===== src/rtl/qmult_pkg.sv =====
// Shared definitions for the pipelined shift-add multiplier: width helpers,
// the per-stage payload layout at default widths, and the output saturation helpers.
package qmult_pkg;

    localparam int unsigned DEF_DATA_W = 13;
    localparam int unsigned DEF_K_W    = 3;
    localparam int unsigned DEF_OUT_W  = 13;
    localparam int unsigned DEF_TAG_W  = 8;

    // Width of the full product; the accumulator never overflows at this width.
    function automatic int unsigned prod_w(input int unsigned data_w, input int unsigned k_w);
        return data_w + k_w;
    endfunction

    typedef struct packed {
        logic                                       valid;
        logic [DEF_DATA_W-1:0]                      a;
        logic [DEF_K_W-1:0]                         k;
        logic [DEF_TAG_W-1:0]                       tag;
        logic [prod_w(DEF_DATA_W, DEF_K_W)-1:0]     acc;
    } stage_t;

    // Products are handled zero-extended to 64 bits, so prod_w() must stay below 64.
    function automatic logic sat_ovf(input logic [63:0] acc, input int unsigned out_w);
        return (acc >> out_w) != 64'd0;
    endfunction

    function automatic logic [63:0] sat_clip(input logic [63:0] acc, input int unsigned out_w,
                                             input bit sat);
        logic [63:0] mask;
        mask = (64'd1 << out_w) - 64'd1;
        if (sat && sat_ovf(acc, out_w)) begin
            return mask;
        end
        return acc & mask;
    endfunction

endpackage


===== src/rtl/qmult_stage.sv =====
// One conditional shift-add stage: adds a << BIT when coefficient bit BIT is set,
// forwarding operand, coefficient, tag and valid alongside the accumulator.
module qmult_stage
    import qmult_pkg::*;
#(
    parameter int unsigned DATA_W = 13,
    parameter int unsigned K_W    = 3,
    parameter int unsigned TAG_W  = 8,
    parameter int unsigned BIT    = 0
) (
    input  logic                             i_clk,
    input  logic                             i_rst_n,
    input  logic                             i_en,
    input  logic                             i_valid,
    input  logic [DATA_W-1:0]                i_a,
    input  logic [K_W-1:0]                   i_k,
    input  logic [TAG_W-1:0]                 i_tag,
    input  logic [prod_w(DATA_W, K_W)-1:0]   i_acc,
    output logic                             o_valid,
    output logic [DATA_W-1:0]                o_a,
    output logic [K_W-1:0]                   o_k,
    output logic [TAG_W-1:0]                 o_tag,
    output logic [prod_w(DATA_W, K_W)-1:0]   o_acc
);

    localparam int unsigned PW = prod_w(DATA_W, K_W);

    logic [PW-1:0] addend;

    always_comb begin
        addend = '0;
        if (i_k[BIT]) begin
            addend = PW'(i_a) << BIT;
        end
    end

    always_ff @(posedge i_clk or negedge i_rst_n) begin
        if (!i_rst_n) begin
            o_valid <= 1'b0;
            o_a     <= '0;
            o_k     <= '0;
            o_tag   <= '0;
            o_acc   <= '0;
        end else if (i_en) begin
            o_valid <= i_valid;
            o_a     <= i_a;
            o_k     <= i_k;
            o_tag   <= i_tag;
            o_acc   <= i_acc + addend;
        end
    end

endmodule


===== src/rtl/qmult_pipe.sv =====
// Pipelined shift-add multiplier: DATA_W operand times K_W coefficient, one coefficient bit
// per stage, globally stalled by downstream backpressure, with optional output saturation.
module qmult_pipe
    import qmult_pkg::*;
#(
    parameter int unsigned DATA_W = 13,
    parameter int unsigned K_W    = 3,
    parameter int unsigned OUT_W  = 13,
    parameter int unsigned TAG_W  = 8,
    parameter bit          SAT    = 1'b1
) (
    input  logic              i_clk,
    input  logic              i_rst_n,
    input  logic              i_valid,
    output logic              o_ready,
    input  logic [DATA_W-1:0] i_data,
    input  logic [K_W-1:0]    i_k,
    input  logic [TAG_W-1:0]  i_tag,
    output logic              o_valid,
    input  logic              i_ready,
    output logic [OUT_W-1:0]  o_data,
    output logic              o_sat,
    output logic [TAG_W-1:0]  o_tag
);

    localparam int unsigned PW = prod_w(DATA_W, K_W);

    logic en;

    logic              v0_q;
    logic [DATA_W-1:0] a0_q;
    logic [K_W-1:0]    k0_q;
    logic [TAG_W-1:0]  tag0_q;

    logic              v_p   [K_W+1];
    logic [DATA_W-1:0] a_p   [K_W+1];
    logic [K_W-1:0]    k_p   [K_W+1];
    logic [TAG_W-1:0]  tag_p [K_W+1];
    logic [PW-1:0]     acc_p [K_W+1];

    logic              out_valid_q;
    logic [OUT_W-1:0]  out_data_q;
    logic              out_sat_q;
    logic [TAG_W-1:0]  out_tag_q;

    logic [OUT_W-1:0]  res_d;
    logic              ovf_d;

    // A full output register with no taker freezes the whole pipe, input side included.
    assign en      = !out_valid_q || i_ready;
    assign o_ready = en;

    always_ff @(posedge i_clk or negedge i_rst_n) begin
        if (!i_rst_n) begin
            v0_q   <= 1'b0;
            a0_q   <= '0;
            k0_q   <= '0;
            tag0_q <= '0;
        end else if (en) begin
            v0_q   <= i_valid;
            a0_q   <= i_data;
            k0_q   <= i_k;
            tag0_q <= i_tag;
        end
    end

    assign v_p[0]   = v0_q;
    assign a_p[0]   = a0_q;
    assign k_p[0]   = k0_q;
    assign tag_p[0] = tag0_q;
    assign acc_p[0] = '0;

    for (genvar i = 1; i <= K_W; i++) begin : g_stage
        qmult_stage #(
            .DATA_W (DATA_W),
            .K_W    (K_W),
            .TAG_W  (TAG_W),
            .BIT    (i - 1)
        ) u_stage (
            .i_clk   (i_clk),
            .i_rst_n (i_rst_n),
            .i_en    (en),
            .i_valid (v_p[i-1]),
            .i_a     (a_p[i-1]),
            .i_k     (k_p[i-1]),
            .i_tag   (tag_p[i-1]),
            .i_acc   (acc_p[i-1]),
            .o_valid (v_p[i]),
            .o_a     (a_p[i]),
            .o_k     (k_p[i]),
            .o_tag   (tag_p[i]),
            .o_acc   (acc_p[i])
        );
    end

    // Operand and coefficient are no longer needed once the last stage has added its term.
    logic unused_tail;
    assign unused_tail = ^{a_p[K_W], k_p[K_W]};

    always_comb begin
        ovf_d = sat_ovf(64'(acc_p[K_W]), OUT_W);
        res_d = OUT_W'(sat_clip(64'(acc_p[K_W]), OUT_W, SAT));
    end

    always_ff @(posedge i_clk or negedge i_rst_n) begin
        if (!i_rst_n) begin
            out_valid_q <= 1'b0;
            out_data_q  <= '0;
            out_sat_q   <= 1'b0;
            out_tag_q   <= '0;
        end else if (en) begin
            out_valid_q <= v_p[K_W];
            out_data_q  <= res_d;
            out_sat_q   <= ovf_d;
            out_tag_q   <= tag_p[K_W];
        end
    end

    assign o_valid = out_valid_q;
    assign o_data  = out_data_q;
    assign o_sat   = out_sat_q;
    assign o_tag   = out_tag_q;

endmodule

===== config.mk =====
export PLATFORM = sky130hd
export DESIGN_NAME = qmult_pipe
export DESIGN_NICKNAME = d
export VERILOG_FILES = /design/src/rtl/qmult_pkg.sv /design/src/rtl/qmult_stage.sv /design/src/rtl/qmult_pipe.sv
export SDC_FILE = /design/constraint.sdc
export NUM_CORES = 1
export LEC_CHECK = 0
export CAP_MARGIN = 20
export CORE_ASPECT_RATIO = 1.4
export CORE_UTILIZATION = 55
export DETAILED_ROUTE_END_ITERATION = 7
export PLACE_DENSITY = 0.79
export SKIP_CTS_REPAIR_TIMING = 1
export SLEW_MARGIN = 20
export SYNTH_ARGS = -nofsm -noshare
export SYNTH_HDL_FRONTEND = slang
export SYNTH_SLANG_ARGS = --single-unit

===== constraint.sdc =====
create_clock -name i_clk -period 5.54 [get_ports i_clk]
set_input_delay 0.831 -clock i_clk [delete_from_list [all_inputs] [get_ports i_clk]]
set_output_delay 0.831 -clock i_clk [all_outputs]
set_load 0.005 [all_outputs]

# Yosys cells after proc, flatten, opt, wreduce, memory -nomap -nowiden
# Index checks and enable logic that the tools add are counted.
# op_classes
add_sub_neg,2
mux,6
n_reduce_logical,3
# op_table
cell,count
nonzero test 64 bit,1
2-to-1 mux 13 bit,3
adder 16 bit,2
2-to-1 mux 15 bit,1
2-to-1 mux 14 bit,1
logical NOT 1 bit,1
logical OR 1 bit,1
2-to-1 mux 1 bit,1
# totals
register_bits,155
in_bits,28
output_inout_bits,24
elab_cells,32

# Longest topological paths before layout
# logic_depth
ltp_word,3
depth_mapped,9
ltp_nobuf,9

# Cells and area by module
# Synthesis repeated with hierarchy kept, for this count alone.
# unflattened
cells_unflattened,751
area_unflattened_um2,9096.2
# by_module_without_submodules
mod,instances,cells_per_inst,area_each_um2
qmult_stage at g_stage[1].u_stage,1,209,2357.3
qmult_stage at g_stage[3].u_stage,1,204,2331.0
qmult_stage at g_stage[2].u_stage,1,204,2326.0
qmult_pipe,1,134,2082.0

# Worst setup path after synthesis
# Ideal clock, no wire load.
# synth_timing
path_type,input to output
from,input i_ready
to,output o_ready
arrival_ns,1.436
required_time_ns,4.709
slack_ns,3.273
cell_stages,5
path_buffers,3
cell_sequence,nor2b_4 > buf_4 > inv_2 > buf_2 > buf_2
# synth_between
elab_chain_cells,1
# synth_rtl
item,line,rtl
from (decl),qmult_pipe.sv:20,"input logic i_ready,"
logical OR 1 bit,qmult_pipe.sv:50,assign en = !out_valid_q || i_ready;
to (decl),qmult_pipe.sv:15,"output logic o_ready,"
# Every way passes these cells.

# Worst setup path in the final report
# Ends and elaborated chain as after synthesis.

==> impl_metrics.env <==
export IMPL_outcome="complete, no violations"
export IMPL_final_cell_mix="nand2_1, dfrtp_1, clkdlybuf4s50_1"
export IMPL_area_delta_synth_final_pct=16.7
export IMPL_syn_avg_cell_area_sq_um=8.94
export IMPL_core_area_sq_um=11900
export IMPL_ctsLongestPathBuffers=2
export IMPL_synth_edf_count=0
export IMPL_crit_required_ns=4.71
export IMPL_synth_ff_latch_count=148
export IMPL_ys_types=49
export IMPL_vias=5142
export IMPL_fin_skew_ns=0.00595
export IMPL_cts_inserted_buffers=17
export IMPL_nNetsFinal=855
export IMPL_place_ws_ns=1.75
export IMPL_p_leak_nw=3.99
export IMPL_drt_iter0_drc=295
export IMPL_synth_warnings=0
export IMPL_min_period_over_period_pct=66.6
export IMPL_ioPinCount=52
export IMPL_final_cells=960
export IMPL_die_height_um=134
export IMPL_syn_nets=819
export IMPL_p_sw_share_pct=36.0
export IMPL_route_detailed_drc=0
export IMPL_power_density_nw_per_um2=575
export IMPL_gp_congestion=0.834
export IMPL_clk_latency_ns=0.42
export IMPL_wl_per_cell_um=13.4
export IMPL_rsz0062_at_grt="no"
export IMPL_core_rowCount=47
export IMPL_grt_overflow=0
export IMPL_critPathKind="in -> out"
export IMPL_final_common_cell="nand2_1"
export IMPL_grt_max_degree=99
export IMPL_worst_pin_slew_ns=0.889
export IMPL_die_area_sq_um=12900
export IMPL_grt_util_all_layers_pct=22.1
export IMPL_synth_top_area_share_pct=54.2
export IMPL_drt_wl_total_um=12900
export IMPL_viasPerCell=5.36
export IMPL_netlist_area_sq_um=6830
export IMPL_drive_gt1_share_pct=5.90
export IMPL_synthArstFlopShare_pct=100
export IMPL_grt_first_pass_wirelength_um=22300
export IMPL_final_hold_viol_count=0
export IMPL_slew_headroom_pct=40.7
export IMPL_startpoint_type="input port"
export IMPL_ys_top_cells_by_area="dfrtp_1, nand2_1, ha_1"
export IMPL_diodes=0
export IMPL_fin_hold_ws_ns=0.462
export IMPL_drv_cap=0
export IMPL_dp_hpwl_um=8070
export IMPL_htree_levels=4
export IMPL_p_sw_mw=1.65
export IMPL_worstPathArrival_ns=2.86
export IMPL_die_w_um=96.2
export IMPL_crit_path_max_fanout=75
export IMPL_hold_class="reg -> reg"
export IMPL_pwr_share_clk_pct=24.8
export IMPL_start_util_pct=57.2
export IMPL_place_inst=928
export IMPL_p_int_mw=2.93
export IMPL_grt_antenna_before_repair=0
export IMPL_grt_pass1_vias=5020
export IMPL_yosysTopAreaCell="dfrtp_1"
export IMPL_slew_viol_final=0
export IMPL_setup_viol=0
export IMPL_synth_main_ff_cell="dfrtp_1"
export IMPL_firstDrtPassIters=4
export IMPL_final_antenna_net_count=0
export IMPL_syn_inst=764
export IMPL_cts_tree="built"
export IMPL_finalSetupTns_ns=0
export IMPL_peakVddDrop_uv=319
export IMPL_ys_seq_area_share_pct=54.2
export IMPL_path_clk_slew_ns=0.06
export IMPL_p_comb_share_pct=35.2
export IMPL_cts_root_buf="clkbuf_16"
export IMPL_fmax_mhz=271
export IMPL_worst_slack_ns=1.85
export IMPL_portBuffers=51
export IMPL_endpoint_kind="output port"
export IMPL_period_needed_ns=3.69
export IMPL_cts_sinks=148
export IMPL_p_seq_share_pct=40.0
cells in the mapped netlist, types with 2 or more instances:
cell type and number:
nor2b_1 4, buf_1 6, a31oi_1 2, clkbuf_1 7, o22a_2 4, nor2_1 24, o22a_1 9, o21a_1 3
mux2i_1 3, nor4_1 2, ha_1 25, o211ai_1 6, buf_2 22, nand2b_1 5, o21ai_0 12, and3_1 2
nand2_1 338, fa_1 2, a21oi_2 2, a21oi_1 33, xor2_1 11, nand3_1 19, a211oi_1 4, a21o_1 6
a211oi_2 2, xnor2_1 3, inv_1 7, o22ai_1 3, dfrtp_1 148, nor3_1 7, o21bai_1 2, o21ai_1 2
and2_1 23
per-stage QoR:
stage	area, sq um	util (%)	power [mW]
2_1_floorplan	6830	-	2.98
3_3_place_gp	7370	61.8	3.34
3_5_place_dp	7370	61.8	3.43
4_1_cts	7970	66.8	4.60
5_1_grt	7970	66.8	4.93
6_report	7970	66.8	4.58
kinds of logic after synthesis:
family / count (synthesis) / share of synthesized area, %
flops: 148 / 54.2
fa+ha+maj: 27 / 5.17
simple gates: 427 / 25.5
buf+inv: 46 / 3.12
compound gates: 99 / 9.73
xor+xnor: 14 / 1.80
mux: 3 / 0.440
state kept, by name, indices dropped and copies added (netlist names), 3 cells and up:
signal and cells:
k0_q 3, a0_q 13, o_tag 8, g_stage.u_stage.o_valid 3, g_stage.u_stage.o_tag 24, g_stage.u_stage.o_k 3
o_data 13, g_stage.u_stage.o_acc 44, tag0_q 8, g_stage.u_stage.o_a 26
critical path, stage by stage:
cell	delay, ns
clkdlybuf4s50_1	0.44
nor2b_4	0.66
inv_4	0.01
buf_4	0.36
clkdlybuf4s50_1	0.54
power by group through the flow:
| stage | registers (mW) | clock network (mW) | logic, mW |
|---|---|---|---|
| 2_1_floorplan | 1.76 | 0 | 1.21 |
| 3_3_place_gp | 1.82 | 0 | 1.52 |
| 3_5_place_dp | 1.84 | 0 | 1.58 |
| 4_1_cts | 1.83 | 1.15 | 1.62 |
| 5_1_grt | 1.89 | 1.21 | 1.83 |
| 6_report | 1.83 | 1.14 | 1.61 |
per-layer routing:
metal	share of wire (%)	global-route usage, %	vias to the layer above
met3	3.1	5.05	23
met1	43	27.0	2455
met4	1.5	8.29	0
met5	0	0	-
met2	52	37.7	96
li1	-	-	2568
worst paths after layout:
check | start | endpoint | slack (ns) | cells past startpoint
min | g_stage[2].u_stage.o_a[7] | g_stage[2].u_stage.o_a[7] | 0.46 | 2
max | i_ready | o_ready | 1.85 | 5
max reg2reg | o_valid | g_stage[2].u_stage.o_acc[12] | 2.54 | 8
max in group asynchronous | i_rst_n | g_stage[3].u_stage.o_acc[10] | 3.90 | 2
min in group asynchronous | i_rst_n | o_valid | 0.49 | 1
min reg2reg | g_stage[2].u_stage.o_a[7] | g_stage[2].u_stage.o_a[7] | 0.46 | 2
area by class of cell:
type                            instances  area, sq um
Fill cell                             957         3970
Sequential cell                       148         3700
Multi-Input combinational cell        570         2910
Timing Repair Buffer                   55          542
Clock buffer                           17          425
Tap cell                              147          184
Clock inverter                         15          170
Inverter                                8         32.5
Power figures use the tool's default switching activity.
